==> src/rtl/io_scan_controller_if.sv <==
// RAM IO-port bundle between the scan controller (master) and the dual-port data RAM (slave).
interface io_scan_controller_if #(
    parameter int DATA_WIDTH    = 32,
    parameter int ADDRESS_WIDTH = 12
);
    logic [ADDRESS_WIDTH-1:0] IO_addr;
    logic                     IO_wEn;
    logic [DATA_WIDTH-1:0]    IO_dataIn;
    logic [DATA_WIDTH-1:0]    IO_dataOut;

    modport master (output IO_addr, output IO_wEn, output IO_dataIn, input IO_dataOut);
    modport slave  (input IO_addr, input IO_wEn, input IO_dataIn, output IO_dataOut);
endinterface

==> src/rtl/io_scan_controller.sv <==
// Periodic exchange of the memory-mapped IO window: fetch output slots, then write synchronized inputs.
// Optional IO_SCAN_CHANGE_ONLY_EN: only write input slots whose value differs from the last one written.
module io_scan_controller #(
    parameter int DATA_WIDTH    = 32,
    parameter int ADDRESS_WIDTH = 12,
    parameter int NUM_SLOTS     = 5,
    parameter int OUT_BASE      = 4091,
    parameter int IN_BASE       = 4086,
    parameter int SCAN_PERIOD   = 1000
) (
    input  logic                            clk,
    input  logic                            reset_n,
    input  logic                            scan_en,
    input  logic [NUM_SLOTS*DATA_WIDTH-1:0] in_data,
    io_scan_controller_if.master            ram,
    output logic [NUM_SLOTS*DATA_WIDTH-1:0] out_regs,
    output logic                            busy,
    output logic                            scan_done,
    output logic                            overrun
);
    localparam int CNT_W = (SCAN_PERIOD > 1) ? $clog2(SCAN_PERIOD) : 1;
    localparam int IDX_W = (NUM_SLOTS > 1) ? $clog2(NUM_SLOTS) : 1;
    localparam logic [CNT_W-1:0]         CNT_LOAD  = CNT_W'(SCAN_PERIOD - 1);
    localparam logic [IDX_W-1:0]         LAST_IDX  = IDX_W'(NUM_SLOTS - 1);
    localparam logic [ADDRESS_WIDTH-1:0] OUT_BASE_A = ADDRESS_WIDTH'(OUT_BASE);
    localparam logic [ADDRESS_WIDTH-1:0] IN_BASE_A  = ADDRESS_WIDTH'(IN_BASE);

    typedef enum logic [1:0] {IDLE, READ, DRAIN, WRITE} state_t;

    state_t                             state_reg;
    logic [CNT_W-1:0]                   cnt_reg;
    logic                               pending_reg;
    logic [IDX_W-1:0]                   idx_reg;
    logic [NUM_SLOTS*DATA_WIDTH-1:0]    sync1_reg;
    logic [NUM_SLOTS*DATA_WIDTH-1:0]    sync2_reg;
    logic [DATA_WIDTH-1:0]              sync_slot    [NUM_SLOTS];
    logic [DATA_WIDTH-1:0]              snap_reg     [NUM_SLOTS];
    logic [DATA_WIDTH-1:0]              out_slot_reg [NUM_SLOTS];
    logic [ADDRESS_WIDTH-1:0]           io_addr_reg;
    logic                               io_wen_reg;
    logic [DATA_WIDTH-1:0]              io_din_reg;
    logic                               busy_reg;
    logic                               scan_done_reg;
    logic                               overrun_reg;
`ifdef IO_SCAN_CHANGE_ONLY_EN
    logic [DATA_WIDTH-1:0]              last_reg     [NUM_SLOTS];
`endif

    logic                               expire;
    logic                               go;
    logic [IDX_W-1:0]                   wr_next_idx;
    logic [DATA_WIDTH-1:0]              wr_next_val;
    logic                               wen_next;

    genvar gi;
    generate
        for (gi = 0; gi < NUM_SLOTS; gi++) begin : g_slot
            assign sync_slot[gi]                         = sync2_reg[gi*DATA_WIDTH +: DATA_WIDTH];
            assign out_regs[gi*DATA_WIDTH +: DATA_WIDTH] = out_slot_reg[gi];
        end
    endgenerate

    assign expire = scan_en && (cnt_reg == '0);
    // An expiry seen while idle starts the scan directly, so READ follows the expiry cycle.
    assign go     = (state_reg == IDLE) && (pending_reg || expire);

    // Outputs are registered, so the next WRITE slot is prepared one cycle ahead.
    assign wr_next_idx = (state_reg == WRITE && idx_reg != LAST_IDX) ? idx_reg + IDX_W'(1) : '0;
    assign wr_next_val = (state_reg == DRAIN) ? sync_slot[0] : snap_reg[wr_next_idx];
`ifdef IO_SCAN_CHANGE_ONLY_EN
    assign wen_next = (wr_next_val != last_reg[wr_next_idx]);
`else
    assign wen_next = 1'b1;
`endif

    assign ram.IO_addr   = io_addr_reg;
    assign ram.IO_wEn    = io_wen_reg;
    assign ram.IO_dataIn = io_din_reg;
    assign busy          = busy_reg;
    assign scan_done     = scan_done_reg;
    assign overrun       = overrun_reg;

    always_ff @(posedge clk or negedge reset_n) begin
        if (!reset_n) begin
            sync1_reg <= '0;
            sync2_reg <= '0;
        end else begin
            sync1_reg <= in_data;
            sync2_reg <= sync1_reg;
        end
    end

    always_ff @(posedge clk or negedge reset_n) begin
        if (!reset_n) begin
            state_reg     <= IDLE;
            cnt_reg       <= CNT_LOAD;
            pending_reg   <= 1'b0;
            idx_reg       <= '0;
            io_addr_reg   <= '0;
            io_wen_reg    <= 1'b0;
            io_din_reg    <= '0;
            busy_reg      <= 1'b0;
            scan_done_reg <= 1'b0;
            overrun_reg   <= 1'b0;
            for (int k = 0; k < NUM_SLOTS; k++) begin
                out_slot_reg[k] <= '0;
                snap_reg[k]     <= '0;
`ifdef IO_SCAN_CHANGE_ONLY_EN
                last_reg[k]     <= '0;
`endif
            end
        end else begin
            scan_done_reg <= 1'b0;
            overrun_reg   <= expire && pending_reg;
            if (scan_en) begin
                cnt_reg <= (cnt_reg == '0) ? CNT_LOAD : cnt_reg - CNT_W'(1);
            end
            // A second expiry before the first is served merges into the same request.
            if (go) begin
                pending_reg <= 1'b0;
            end else if (expire) begin
                pending_reg <= 1'b1;
            end

            case (state_reg)
                IDLE: begin
                    io_wen_reg <= 1'b0;
                    if (go) begin
                        state_reg   <= READ;
                        idx_reg     <= '0;
                        io_addr_reg <= OUT_BASE_A;
                        busy_reg    <= 1'b1;
                    end
                end
                READ: begin
                    // Read data lags the address by one cycle.
                    if (idx_reg != '0) begin
                        out_slot_reg[idx_reg - IDX_W'(1)] <= ram.IO_dataOut;
                    end
                    if (idx_reg == LAST_IDX) begin
                        state_reg <= DRAIN;
                    end else begin
                        idx_reg     <= idx_reg + IDX_W'(1);
                        io_addr_reg <= OUT_BASE_A + ADDRESS_WIDTH'(idx_reg + IDX_W'(1));
                    end
                end
                DRAIN: begin
                    out_slot_reg[LAST_IDX] <= ram.IO_dataOut;
                    for (int k = 0; k < NUM_SLOTS; k++) begin
                        snap_reg[k] <= sync_slot[k];
                    end
                    state_reg   <= WRITE;
                    idx_reg     <= '0;
                    io_addr_reg <= IN_BASE_A;
                    io_din_reg  <= wr_next_val;
                    io_wen_reg  <= wen_next;
                end
                WRITE: begin
`ifdef IO_SCAN_CHANGE_ONLY_EN
                    if (io_wen_reg) begin
                        last_reg[idx_reg] <= io_din_reg;
                    end
`endif
                    if (idx_reg == LAST_IDX) begin
                        state_reg     <= IDLE;
                        io_wen_reg    <= 1'b0;
                        busy_reg      <= 1'b0;
                        scan_done_reg <= 1'b1;
                    end else begin
                        idx_reg     <= wr_next_idx;
                        io_addr_reg <= IN_BASE_A + ADDRESS_WIDTH'(wr_next_idx);
                        io_din_reg  <= wr_next_val;
                        io_wen_reg  <= wen_next;
                    end
                end
                default: state_reg <= IDLE;
            endcase
        end
    end
endmodule

==> src/flat_wrapper.sv <==
// flat-port wrapper written by rule: the top's interface ports become plain ports
module io_scan_controller_flat 
#(
    parameter int DATA_WIDTH    = 32,
    parameter int ADDRESS_WIDTH = 12,
    parameter int NUM_SLOTS     = 5,
    parameter int OUT_BASE      = 4091,
    parameter int IN_BASE       = 4086,
    parameter int SCAN_PERIOD   = 1000
)
  (clk, reset_n, scan_en, in_data, out_regs, busy, scan_done, overrun, ram_IO_addr, ram_IO_wEn, ram_IO_dataIn, ram_IO_dataOut);
  io_scan_controller_if #(.DATA_WIDTH(DATA_WIDTH), .ADDRESS_WIDTH(ADDRESS_WIDTH)) ram_i ();
  input  logic clk;
  input  logic reset_n;
  input  logic scan_en;
  input  logic [NUM_SLOTS*DATA_WIDTH-1:0] in_data;
  output logic [NUM_SLOTS*DATA_WIDTH-1:0] out_regs;
  output logic busy;
  output logic scan_done;
  output logic overrun;
  output wire logic [$bits(ram_i.IO_addr)-1:0] ram_IO_addr;
  output wire logic [$bits(ram_i.IO_wEn)-1:0] ram_IO_wEn;
  output wire logic [$bits(ram_i.IO_dataIn)-1:0] ram_IO_dataIn;
  input wire logic [$bits(ram_i.IO_dataOut)-1:0] ram_IO_dataOut;
  assign ram_IO_addr = ram_i.IO_addr;
  assign ram_IO_wEn = ram_i.IO_wEn;
  assign ram_IO_dataIn = ram_i.IO_dataIn;
  assign ram_i.IO_dataOut = ram_IO_dataOut;
  io_scan_controller #(.DATA_WIDTH(DATA_WIDTH), .ADDRESS_WIDTH(ADDRESS_WIDTH), .NUM_SLOTS(NUM_SLOTS), .OUT_BASE(OUT_BASE), .IN_BASE(IN_BASE), .SCAN_PERIOD(SCAN_PERIOD)) u_core (.clk(clk), .reset_n(reset_n), .scan_en(scan_en), .in_data(in_data), .ram(ram_i), .out_regs(out_regs), .busy(busy), .scan_done(scan_done), .overrun(overrun));
endmodule
==> config.mk <==
export PLATFORM = sky130hd
export DESIGN_NAME = io_scan_controller_flat
export DESIGN_NICKNAME = d
export VERILOG_FILES = /design/src/rtl/io_scan_controller_if.sv /design/src/rtl/io_scan_controller.sv /design/src/flat_wrapper.sv
export SDC_FILE = /design/constraint.sdc
export NUM_CORES = 1
export LEC_CHECK = 0
export CORE_ASPECT_RATIO = 1.1
export CORE_MARGIN = 8
export CORE_UTILIZATION = 59
export CTS_BUF_LIST = sky130_fd_sc_hd__clkbuf_8
export DETAILED_ROUTE_END_ITERATION = 8
export PLACE_DENSITY = 0.89
export SYNTH_ARGS = -nofsm -noshare
export SYNTH_HDL_FRONTEND = slang
export SYNTH_SLANG_ARGS = --single-unit
==> constraint.sdc <==
create_clock -name clk -period 9.3 [get_ports clk]
set_input_delay 1.86 -clock clk [delete_from_list [all_inputs] [get_ports clk]]
set_output_delay 1.86 -clock clk [all_outputs]
set_load 0.005 [all_outputs]
# --- After elaboration in Yosys (flattened, before gate mapping) ---
# Index checks and enable logic that the tools add are counted.
classes:
  n_mux: 34
  n_eq_ne: 11
  add_sub_neg: 6
  reduce_logical: 20
  n_lt_le_gt_ge: 3
  n_bitwise: 2
op_table:
  columns: ["operator", "count"]
  rows:
  - ["$mux W32", 6]
  - ["$bwmux W160", 1]
  - ["$pmux W32 S2", 2]
  - ["$bmux W32 S3", 1]
  - ["$demux W32 S3", 1]
  - ["$pmux W12 S4", 1]
  - ["$mux W12", 3]
  - ["$add A12 B12 Y12 const A", 1]
  - ["$mux W3", 4]
  - ["$pmux W3 S4", 1]
  - ["$logic_not A10 Y1", 1]
  - ["$mux W10", 1]
  - ["$sub A10 B1 Y10 const B", 1]
  - ["$reduce_and A3 Y1", 3]
  - ["$ge A4 B4 Y1 const B", 2]
  - ["$not A3 Y4", 2]
  - ["$pmux W2 S4", 1]
  - ["$reduce_bool A2 Y1", 4]
  - ["$mux W1", 7]
  - ["$add A5 B4 Y6 const A", 1]
  - ["$mux W2", 3]
  - ["$ne A2 B1 Y1 const B", 3]
  - ["$ne A2 B2 Y1 const B", 3]
  - ["$reduce_and A2 Y1", 3]
  - ["other kinds (14)", 20]
totals:
  out_inout_bits: 208
  in_bits: 195
  register_bits: 704

# --- Longest topological paths before layout ---
# Gate-level depths: netlist of the first run.
depth:
  word_depth: 10
  mapped_depth: 13
  mapped_depth_nobuf: 9

# --- Worst setup path before layout of the first run ---
# OpenSTA, ideal clock, no wires.
synth_timing:
  path_kind: "register to register"
  from: "register u_core.idx_reg[0]"
  to: "register u_core.out_slot_reg, in the netlist u_core.out_regs[107]"
  period_less_slack_ns: 3.145
  path_buffers: 5
  arrival_time_ns: 3.020
  path_slack_ns: 6.155
  path_stages_with_launch: 10
  path_cell_list: "dfrtp_1 clkbuf_1 inv_1 clkbuf_1 clkbuf_1 ha_1 buf_1 nor4b_2 clkbuf_1 mux2_2"
synth_via:
  elab_chain_len: 7
  word_cells_on_any_way: 10
  cone_classes: "1 x add/sub; 2 x order compare; 3 x mux; 1 x bitwise; 3 x reduce/logical"
synth_lines:
  columns: ["element", "line", "rtl"]
  rows:
  - ["start: declaration", "io_scan_controller.sv:33", "logic [IDX_W-1:0] idx_reg;"]
  - ["start signal: assignment", "io_scan_controller.sv:143", "idx_reg <= idx_reg + IDX_W'(1);"]
  - ["start signal: assignment", "io_scan_controller.sv:170", "idx_reg <= wr_next_idx;"]
  - ["$sub A3 B1 Y3", "io_scan_controller.sv:138", "out_slot_reg[idx_reg - IDX_W'(1)] <= ram.IO_dataOut;"]
  - ["$not A3 Y4 (not written as such)", "io_scan_controller.sv:138", null]
  - ["$ge A4 B4 Y1 (not written as such) / $lt A4 B1 Y1 (equally long branches)", "io_scan_controller.sv:138", null]
  - ["$logic_and A1 B1 Y1 (not written as such)", "io_scan_controller.sv:138", null]
  - ["$mux W32 (not written as such)", "io_scan_controller.sv:138", null]
  - ["$demux W32 S3", "io_scan_controller.sv:138", null]
  - ["$bwmux W160", "io_scan_controller.sv:138", null]
  - ["end signal: indexed assignment", "io_scan_controller.sv:138", null]
  - ["end signal: indexed assignment", "io_scan_controller.sv:148", "out_slot_reg[LAST_IDX] <= ram.IO_dataOut;"]
  - ["end: declaration", "io_scan_controller.sv:38", "logic [DATA_WIDTH-1:0] out_slot_reg [NUM_SLOTS];"]
# Parallel ways exist; a longest one is shown, timed or not.
# A chain may end at the register's enable or synchronous reset.

# --- Worst setup path in the final report of the first run ---
layout_timing:
  from: "register u_core.idx_reg[0]"
  to: "register u_core.out_slot_reg, in the netlist u_core.out_regs[14]"
# Same word-level chain as after synthesis.

==> impl_summary.log, run 1 <==
INFO  metric hold-path-cell-count = 0
INFO  metric finalHoldViolations = 0
INFO  metric cts_tree = yes
INFO  metric grt_setup_unrepaired = no
INFO  metric chipWidth = 210.9 µm
INFO  metric result_of_the_run = finished clean
INFO  metric synth.yosys.warnings = 0
INFO  metric net_count_final = 2245
INFO  metric post-dp-hpwl = roughly 40 mm
INFO  metric cts.reportedPaths.clkPinSlew = 0.06 ns
INFO  metric final_min_period_over_clock_period = around 41%
INFO  metric timing.slew.headroom = under 10%
INFO  metric vias_per_cell = 5.696
INFO  metric crit_path_start = u_core.idx_reg[0]
INFO  metric final_ant_viol_nets = 0
INFO  metric cts-buffers-inserted = about 100
INFO  metric finClkSkew = ~0.037 ns
INFO  metric grt_overflow_total = 0
INFO  metric cts.sinks = 699
INFO  metric startpoint_of_the_most_critical_register_to_register_path = u_core.idx_reg[0]
INFO  metric synth_sequential_area_ratio = a little under three quarters
INFO  metric dpl_worst_slack = 5.216 ns
INFO  metric finalWorstSetupSlack = between 5 and 6 ns
INFO  metric fraction_of_synthesis_flops_using_an_asynchronous_set_or_reset_pin = 100.0%
INFO  metric cp_cell_instances = buf_4 -> inv_2 -> buf_4 -> ha_1 -> nor3_1 -> a21oi_1 -> nor2_4 -> mux2_2
INFO  metric cap_viol_max_count = 0
INFO  metric grt_pass1_vias = around 17000
INFO  metric worst_hold_startpoint = u_core.sync1_reg[113]
INFO  metric timing.critical_path.mode_cell = sky130_fd_sc_hd__buf_4
INFO  metric setup_total_negative_slack = 0 ns
INFO  metric finalWirelength = 65.26 mm
INFO  metric master_cell_of_the_clock_root_buffer = sky130_fd_sc_hd__clkbuf_8
INFO  metric final_period_minus_worst_setup_slack = between 3 and 4 ns
INFO  metric finalSetupViolations = 0
INFO  metric worst_hold_path.endpoint = u_core.sync2_reg[113]
INFO  metric power_leakage = 13.52 nW
INFO  metric ctsLongestPathBuffers = 3
INFO  metric vias = ~15000
INFO  metric power_density = 344.1 mW/mm²
INFO  metric worst_pin_slew = 1.365 ns
INFO  metric critPathRequiredTime = 9.86 ns
INFO  metric main_combinational_cell_family_by_area_after_synthesis = multiplexers
INFO  metric initial_core_util = 59.72%
INFO  metric grt_pass1_wl = 100.7 mm
INFO  metric syn_inst = 1617
INFO  metric min_path_type = register to register
INFO  metric path_delay_family = buffers and inverters
INFO  metric critical_path.slowest_cell = sky130_fd_sc_hd__nor2_4
INFO  metric maxClockFrequency = 0.2603 GHz
INFO  metric timing.final.max_slew_violations = 0
INFO  metric cts_hold_buf = 0
INFO  metric synth_edf_count = 0
INFO  metric grt_max_degree = 200
INFO  metric timing.critical_path.fanout_max = 75
INFO  metric post_synth.cell_area_avg = between 15 and 20 µm²
INFO  metric crit_arrival = approximately 4.4 ns
INFO  metric buffer_ports.inserted = between 400 and 500
INFO  metric cts.repair_timing.setup_buffer_count = 0
INFO  metric drt_pass1_iterations = 5
INFO  metric synth.area.mux_share = 14.93%
INFO  metric setup.worst_path.end_class = register
INFO  metric synth_simple_gate_area_share = 3.299%
INFO  metric timing.setup.critical_path_class = register to register
INFO  metric area_delta_synth_final = 27.09%
INFO  metric detail_route.iter0.violations = 1479
INFO  metric boundaryPins = 403
INFO  metric post_cts_resized = 0
INFO  metric ys_dominant_reg_cell = sky130_fd_sc_hd__dfrtp_1
INFO  metric number_of_register_bits_inferred_by_synthesis = 699
INFO  metric power = approximately 11 mW
INFO  metric design.core.area = about 0.041 mm²
INFO  metric remaining_drc_errors = 0
INFO  metric synthXorXnorAreaFrac = less than 1%
INFO  metric grt_util_all_layers = 27.00%
INFO  metric final_core_utilization = 75.89%
INFO  metric max-vdd-ir-drop = 0.0002522 V
INFO  metric critPathLaunchType = register
INFO  metric post_route_cells_drive_above_1_share = 26.34%
INFO  metric crit_path_max_incr_delay = 0.92 ns
INFO  metric synth_adder_area_share = 0.5583%
INFO  metric placement_rows = roughly 80
INFO  metric worst_r2r_path_depth = 8
INFO  metric reg2reg_setup_slack = 5.46 ns
INFO  metric routed_wire_length_per_instance = around 24 µm
INFO  metric post_synth_instance_area = 0.02465 mm²
INFO  metric cts-htree-levels = 3
INFO  metric fin_hold_ws = 0.3399 ns
INFO  metric routabilityCongestion = roughly 0.80
INFO  metric number_of_antenna_violations_at_the_first_check_in_global_routing = 7
INFO  metric terminus_of_the_critical_flop_to_flop_path = u_core.out_regs[14]
INFO  metric synthesis.nets = 1823
INFO  metric synth_compound_gate_area_share = 7.649%
INFO  metric critical_path_buf_inv_count = 3
INFO  metric synth.lib_cells_used.distinct = 54
INFO  metric die_height = 230.4 µm
INFO  metric cp_num_cells = 8
INFO  metric dieArea = 0.04859 mm²
INFO  metric clk_latency = 0.70 ns
## worst max-delay path by stage
stage                      endpoint  slack (ns)
3_3_place_gp   u_core.sync1_reg[13]        5.33
2_1_floorplan  u_core.out_regs[107]        6.15
6_report        u_core.out_regs[14]        5.46
4_1_cts         u_core.out_regs[31]        5.46
5_1_grt         u_core.out_regs[14]        5.31
3_5_place_dp   u_core.sync1_reg[63]        5.22
## cell usage after synthesis (6+ instances only)
| cell type | count | area, µm² |
|---|---|---|
| sky130_fd_sc_hd__inv_1 | 42 | 157.7 |
| sky130_fd_sc_hd__dfstp_2 | 8 | 210.2 |
| sky130_fd_sc_hd__mux2_2 | 325 | 3660 |
| sky130_fd_sc_hd__a21oi_1 | 49 | 245.2 |
| sky130_fd_sc_hd__nor2_1 | 11 | 41.29 |
| sky130_fd_sc_hd__ha_1 | 11 | 137.6 |
| sky130_fd_sc_hd__a21o_1 | 34 | 255.2 |
| sky130_fd_sc_hd__clkbuf_1 | 75 | 281.5 |
| sky130_fd_sc_hd__o2bb2ai_1 | 32 | 280.3 |
| sky130_fd_sc_hd__dfrtp_1 | 691 | 17290 |
| sky130_fd_sc_hd__buf_1 | 7 | 26.28 |
| sky130_fd_sc_hd__buf_2 | 15 | 75.07 |
| sky130_fd_sc_hd__a31oi_1 | 36 | 225.2 |
| sky130_fd_sc_hd__nand2_1 | 15 | 56.30 |
| sky130_fd_sc_hd__o21ai_0 | 73 | 365.4 |
| sky130_fd_sc_hd__buf_4 | 6 | 45.04 |
| sky130_fd_sc_hd__nand3_1 | 67 | 335.3 |
| sky130_fd_sc_hd__a21bo_2 | 33 | 330.3 |
| sky130_fd_sc_hd__nor3_1 | 37 | 185.2 |
## where the power goes
| part | total, mW | leakage [nW] | switching (mW) | internal, mW |
|---|---|---|---|---|
| sequential | 4.49 | 8.12 | 0.537 | 3.96 |
| clock | 2.49 | 1.23 | 1.15 | 1.34 |
| combinational | 3.80 | 4.17 | 1.77 | 2.03 |
## cell families (layout without fill, tap and decap cells)
logic type,count (synthesis),count (layout)
XOR/XNOR,5,5
multiplexers,327,327
buffers and inverters,146,644
AND/OR/NAND/NOR,155,155
AO/OA/AOI/OAI,274,274
adder cells (fa/ha/maj),11,11
other,0,5
flip-flops,699,699
## stage by stage
stage                     cell area, µm²  cells
after global routing               31330   2678
final                              31330   2680
after global placement             29200   2493
after CTS                          31320   2675
after floorplan                    24650   1617
after detailed placement           29200   2493
## layout make-up
type | count | area (µm²)
Inverter | 43 | 161.4
Clock buffer | 130 | 1789
Tap cell | 560 | 700.7
Multi-Input combinational cell | 772 | 6651
Antenna cell | 5 | 12.51
Timing Repair Buffer | 419 | 4182
Sequential cell | 699 | 17500
Clock inverter | 52 | 330.3
Fill cell | 2312 | 9952
## routing by layer
| layer | share of wire [%] | global-route usage [%] | vias to the layer above |
|---|---|---|---|
| met4 | 4.9 | 14.51 | 2 |
| li1 | - | - | 6505 |
| met2 | 51 | 44.61 | 679 |
| met1 | 37 | 31.93 | 7884 |
| met5 | 0.020 | 0 | - |
| met3 | 7.5 | 7.670 | 195 |
## cell usage in the layout (no fill, tap or decap), types with 2 or more instances in the layout
cell type | synthesis | layout
sky130_fd_sc_hd__a21bo_2 | 33 | 33
sky130_fd_sc_hd__a21o_1 | 34 | 34
sky130_fd_sc_hd__a21oi_1 | 49 | 48
sky130_fd_sc_hd__a31o_2 | 2 | 2
sky130_fd_sc_hd__a31oi_1 | 36 | 35
sky130_fd_sc_hd__a41oi_1 | 2 | 2
sky130_fd_sc_hd__buf_12 | 0 | 2
sky130_fd_sc_hd__buf_4 | 6 | 15
sky130_fd_sc_hd__bufinv_16 | 0 | 3
sky130_fd_sc_hd__clkbuf_8 | 0 | 130
sky130_fd_sc_hd__clkdlybuf4s50_1 | 0 | 401
sky130_fd_sc_hd__clkinv_2 | 0 | 9
sky130_fd_sc_hd__dfrtp_1 | 691 | 690
sky130_fd_sc_hd__dfstp_2 | 8 | 8
sky130_fd_sc_hd__diode_2 | 0 | 5
sky130_fd_sc_hd__ha_1 | 11 | 10
sky130_fd_sc_hd__inv_1 | 42 | 75
sky130_fd_sc_hd__inv_2 | 0 | 3
sky130_fd_sc_hd__inv_8 | 0 | 2
sky130_fd_sc_hd__mux2_2 | 325 | 325
sky130_fd_sc_hd__nand2_1 | 15 | 14
sky130_fd_sc_hd__nand2b_1 | 4 | 4
sky130_fd_sc_hd__nand3_1 | 67 | 67
sky130_fd_sc_hd__nand3b_1 | 2 | 2
sky130_fd_sc_hd__nor2_1 | 11 | 10
sky130_fd_sc_hd__nor2b_1 | 2 | 2
sky130_fd_sc_hd__nor3_1 | 37 | 36
sky130_fd_sc_hd__o211ai_1 | 2 | 2
sky130_fd_sc_hd__o21ai_0 | 73 | 73
sky130_fd_sc_hd__o2bb2ai_1 | 32 | 32
sky130_fd_sc_hd__or2_2 | 4 | 4
sky130_fd_sc_hd__xnor2_1 | 2 | 2
sky130_fd_sc_hd__xor2_1 | 3 | 3
No activity file was read; power rests on OpenSTA's default activity.
==> run 2: changes to the inputs <==
--- a/config.mk
+++ b/config.mk
@@ -7,10 +7,10 @@
 export LEC_CHECK = 0
 export CORE_ASPECT_RATIO = 1.1
 export CORE_MARGIN = 8
-export CORE_UTILIZATION = 59
+export CORE_UTILIZATION = 50
 export CTS_BUF_LIST = sky130_fd_sc_hd__clkbuf_8
 export DETAILED_ROUTE_END_ITERATION = 8
-export PLACE_DENSITY = 0.89
+export PLACE_DENSITY = 0.8
 export SYNTH_ARGS = -nofsm -noshare
 export SYNTH_HDL_FRONTEND = slang
 export SYNTH_SLANG_ARGS = --single-unit
==> constraint.sdc (replaced) <==
create_clock -name clk -period 3.3 [get_ports clk]
set_input_delay 0.66 -clock clk [delete_from_list [all_inputs] [get_ports clk]]
set_output_delay 0.66 -clock clk [all_outputs]
set_load 0.005 [all_outputs]
==> impl_summary.log, run 2 (synthesis gave the netlist of run 1 again) <==
INFO  metric cts.sinks = 699 (unchanged)
INFO  metric most-common-layout-cells = sky130_fd_sc_hd__dfrtp_1 (690), sky130_fd_sc_hd__clkdlybuf4s50_1 (401), sky130_fd_sc_hd__mux2_2 (325) (unchanged)
INFO  metric min_path_type = register to register (unchanged)
INFO  metric switching_share_of_power = 31.42% (was 32.00%)
INFO  metric grt_pass1_vias = 16970 (was 17050)
INFO  metric finClkSkew = 0.04411 ns (was 0.03710 ns)
INFO  metric grt_max_degree = 107 (was 200)
INFO  metric maxClockFrequency = 0.3720 GHz (was 0.2603 GHz)
INFO  metric routabilityCongestion = 0.8020 (was 0.8017)
INFO  metric setup_total_negative_slack = 0 ns (unchanged)
INFO  metric remaining_drc_errors = 0 (unchanged)
INFO  metric drt_pass1_iterations = 6 (was 5)
INFO  metric final_min_period_over_clock_period = 81.45% (was 41.31%)
INFO  metric cellInternalPower = 21.01 mW (was 7.331 mW)
INFO  metric crit_path_start = u_core.idx_reg[1] (was u_core.idx_reg[0])
INFO  metric area_delta_synth_final = 29.29% (was 27.09%)
INFO  metric cap_viol_max_count = 0 (unchanged)
INFO  metric cp_cell_instances = inv_1 -> ha_1 -> nand3_1 -> a21oi_1 -> o22a_1 -> buf_4 -> mux2_2 (was buf_4 -> inv_2 -> buf_4 -> ha_1 -> nor3_1 -> a21oi_1 -> nor2_4 -> mux2_2)
INFO  metric timing.final.max_slew_violations = 0 (unchanged)
INFO  metric placement_rows = 85 (was 78)
INFO  metric grt_pass1_wl = 100.5 mm (was 100.7 mm)
INFO  metric result_of_the_run = finished clean (unchanged)
INFO  metric net_count_final = 2272 (was 2245)
INFO  metric timing.slew.headroom = 36.83% (was 8.982%)
INFO  metric finalWirelength = 64.23 mm (was 65.26 mm)
INFO  metric crit_arrival = 3.26 ns (was 4.41 ns)
INFO  metric finalWorstSetupSlack = 0.6121 ns (was 5.458 ns)
INFO  metric worst_r2r_path_depth = 7 (was 8)
INFO  metric critPathLaunchType = register (unchanged)
INFO  metric chipWidth = 227.7 µm (was 210.9 µm)
INFO  metric crit_path_max_incr_delay = 0.63 ns (was 0.92 ns)
INFO  metric routed_wire_length_per_instance = 22.88 µm (was 24.35 µm)
INFO  metric max-vdd-ir-drop = 0.0007564 V (was 0.0002522 V)
INFO  metric post_cts_resized = 0 (unchanged)
INFO  metric timing.critical_path.fanout_max = 32 (was 75)
INFO  metric finalHoldViolations = 0 (unchanged)
INFO  metric power.clock.fraction = 23.8% (was 23.1%)
INFO  metric vias = 15260 (was 15270)
INFO  metric die_height = 248.9 µm (was 230.4 µm)
INFO  metric reg2reg_setup_slack = 0.61 ns (was 5.46 ns)
INFO  metric critical_path_buf_inv_count = 2 (was 3)
INFO  metric timing.critical_path.to = u_core.out_regs[147] (was u_core.out_regs[14])
INFO  metric path_delay_family = adder cells (was buffers and inverters)
INFO  metric fin_cells = 2807 (was 2680)
INFO  metric final_ant_viol_nets = 0 (unchanged)
INFO  metric p_seq_share = 41.1% (was 41.7%)
INFO  metric number_of_antenna_violations_at_the_first_check_in_global_routing = 7 (unchanged)
INFO  metric design.core.area = 0.04882 mm² (was 0.04128 mm²)
INFO  metric grt_setup_unrepaired = no (unchanged)
INFO  metric vias_per_cell = 5.437 (was 5.696)
INFO  metric power_switching = 9.624 mW (was 3.450 mW)
INFO  metric post_route_cells_drive_above_1_share = 27.37% (was 26.34%)
INFO  metric cts.reportedPaths.clkPinSlew = 0.07 ns (was 0.06 ns)
INFO  metric finish.instance_area = 0.03187 mm² (was 0.03133 mm²)
INFO  metric proportion_of_power_drawn_by_combinational_gates = 35.1% (was 35.2%)
INFO  metric critical_path.slowest_cell = sky130_fd_sc_hd__ha_1 (was sky130_fd_sc_hd__nor2_4)
INFO  metric setup.worst_path.end_class = register (unchanged)
INFO  metric master_cell_of_the_clock_root_buffer = sky130_fd_sc_hd__clkbuf_8 (unchanged)
INFO  metric timing.setup.critical_path_class = register to register (unchanged)
INFO  metric cts_tree = yes (unchanged)
INFO  metric finalSetupViolations = 0 (unchanged)
INFO  metric dpl_worst_slack = 0.6059 ns (was 5.216 ns)
INFO  metric post-dp-hpwl = 41.31 mm (was 39.77 mm)
INFO  metric cp_num_cells = 7 (was 8)
INFO  metric power_density = 961.1 mW/mm² (was 344.1 mW/mm²)
INFO  metric grt_util_all_layers = 22.61% (was 27.00%)
INFO  metric boundaryPins = 403 (unchanged)
INFO  metric cts-htree-levels = 3 (unchanged)
INFO  metric fin_hold_ws = 0.3300 ns (was 0.3399 ns)
INFO  metric startpoint_of_the_most_critical_register_to_register_path = u_core.idx_reg[1] (was u_core.idx_reg[0])
INFO  metric initial_core_util = 50.50% (was 59.72%)
INFO  metric ctsLongestPathBuffers = 3 (unchanged)
INFO  metric worst_pin_slew = 0.9476 ns (was 1.365 ns)
INFO  metric placed_area = 0.02961 mm² (was 0.02920 mm²)
INFO  metric clk_latency = 0.70 ns (about the same)
INFO  metric buffer_ports.inserted = 402 (unchanged)
INFO  metric terminus_of_the_critical_flop_to_flop_path = u_core.out_regs[147] (was u_core.out_regs[14])
INFO  metric power_leakage = 13.73 nW (was 13.52 nW)
INFO  metric layout_commonest_cell = sky130_fd_sc_hd__dfrtp_1 (unchanged)
INFO  metric power = 30.63 mW (was 10.78 mW)
INFO  metric dieArea = 0.05667 mm² (was 0.04859 mm²)
INFO  metric num-fill-cells = 3387 (was 2312)
INFO  metric final_core_utilization = 65.29% (was 75.89%)
INFO  metric placedCellCount = 2608 (was 2493)
INFO  metric grt_overflow_total = 0 (unchanged)
INFO  metric final_period_minus_worst_setup_slack = 2.688 ns (was 3.842 ns)
INFO  metric detail_route.iter0.violations = 1015 (was 1479)
INFO  metric cts-buffers-inserted = 107 (was 104)
INFO  metric critPathRequiredTime = 3.87 ns (was 9.86 ns)
[run 2: cell count changes in the layout (fill, tap and decap cells not counted), sizes merged]
cell | before | now
clkbuf | 130 | 136
diode | 5 | 7
dlygate4sd3 | 0 | 1
inv | 82 | 80
clkinvlp | 0 | 3
bufinv | 3 | 4
clkinv | 10 | 11
buf | 18 | 41
[run 2: routing by layer]
metal / up-vias / GRT usage, % / share of wire (%)
li1: 6574 / - / -
met4: 2 / 11.67 / 4.5
met1: 7986 / 27.19 / 38
met3: 156 / 4.476 / 5.7
met2: 543 / 38.42 / 51
met5: - / 0 / 0.020
[run 2: power groups by stage]
| stage | logic (mW) | registers [mW] | clock network, mW |
|---|---|---|---|
| 6_report | 10.7 | 12.6 | 7.29 |
| 5_1_grt | 11.5 | 12.9 | 7.86 |
| 4_1_cts | 10.8 | 12.6 | 7.45 |
| 3_5_place_dp | 10.7 | 12.7 | 0 |
| 3_3_place_gp | 10.4 | 12.5 | 0 |
| 2_1_floorplan | 5.71 | 12.4 | 0 |
[run 2: how the worst min path moves through the flow]
stage,startpoint,endpoint,slack [ns],depth (start not counted)
after global routing,u_core.sync1_reg[12],u_core.sync2_reg[12],0.32,0
after global placement,u_core.sync1_reg[131],u_core.sync2_reg[131],0.33,0
after CTS,u_core.sync1_reg[140],u_core.sync2_reg[140],0.32,0
final,u_core.sync1_reg[12],u_core.sync2_reg[12],0.33,0
after floorplan,u_core.sync1_reg[0],u_core.sync2_reg[0],0.33,0
after detailed placement,u_core.sync1_reg[119],u_core.sync2_reg[119],0.33,0
[run 2: area by class of cell]
cell class              instances  area (µm²)  area share (%)
clock inverters                55       365.4           1.146
multi-input cells             772        6649           20.86
repair buffers                443        4489           14.08
diodes                          7       17.52         0.05496
clock buffers                 136        1872           5.873
well taps                     652       815.8           2.559
flip-flops and latches        699       17500           54.91
inverters                      43       161.4          0.5064
[run 2: repair_timing]
item	in CTS	in global routing
hold buffers	1	0
hold endpoints to repair	39	0
setup buffers	0	0
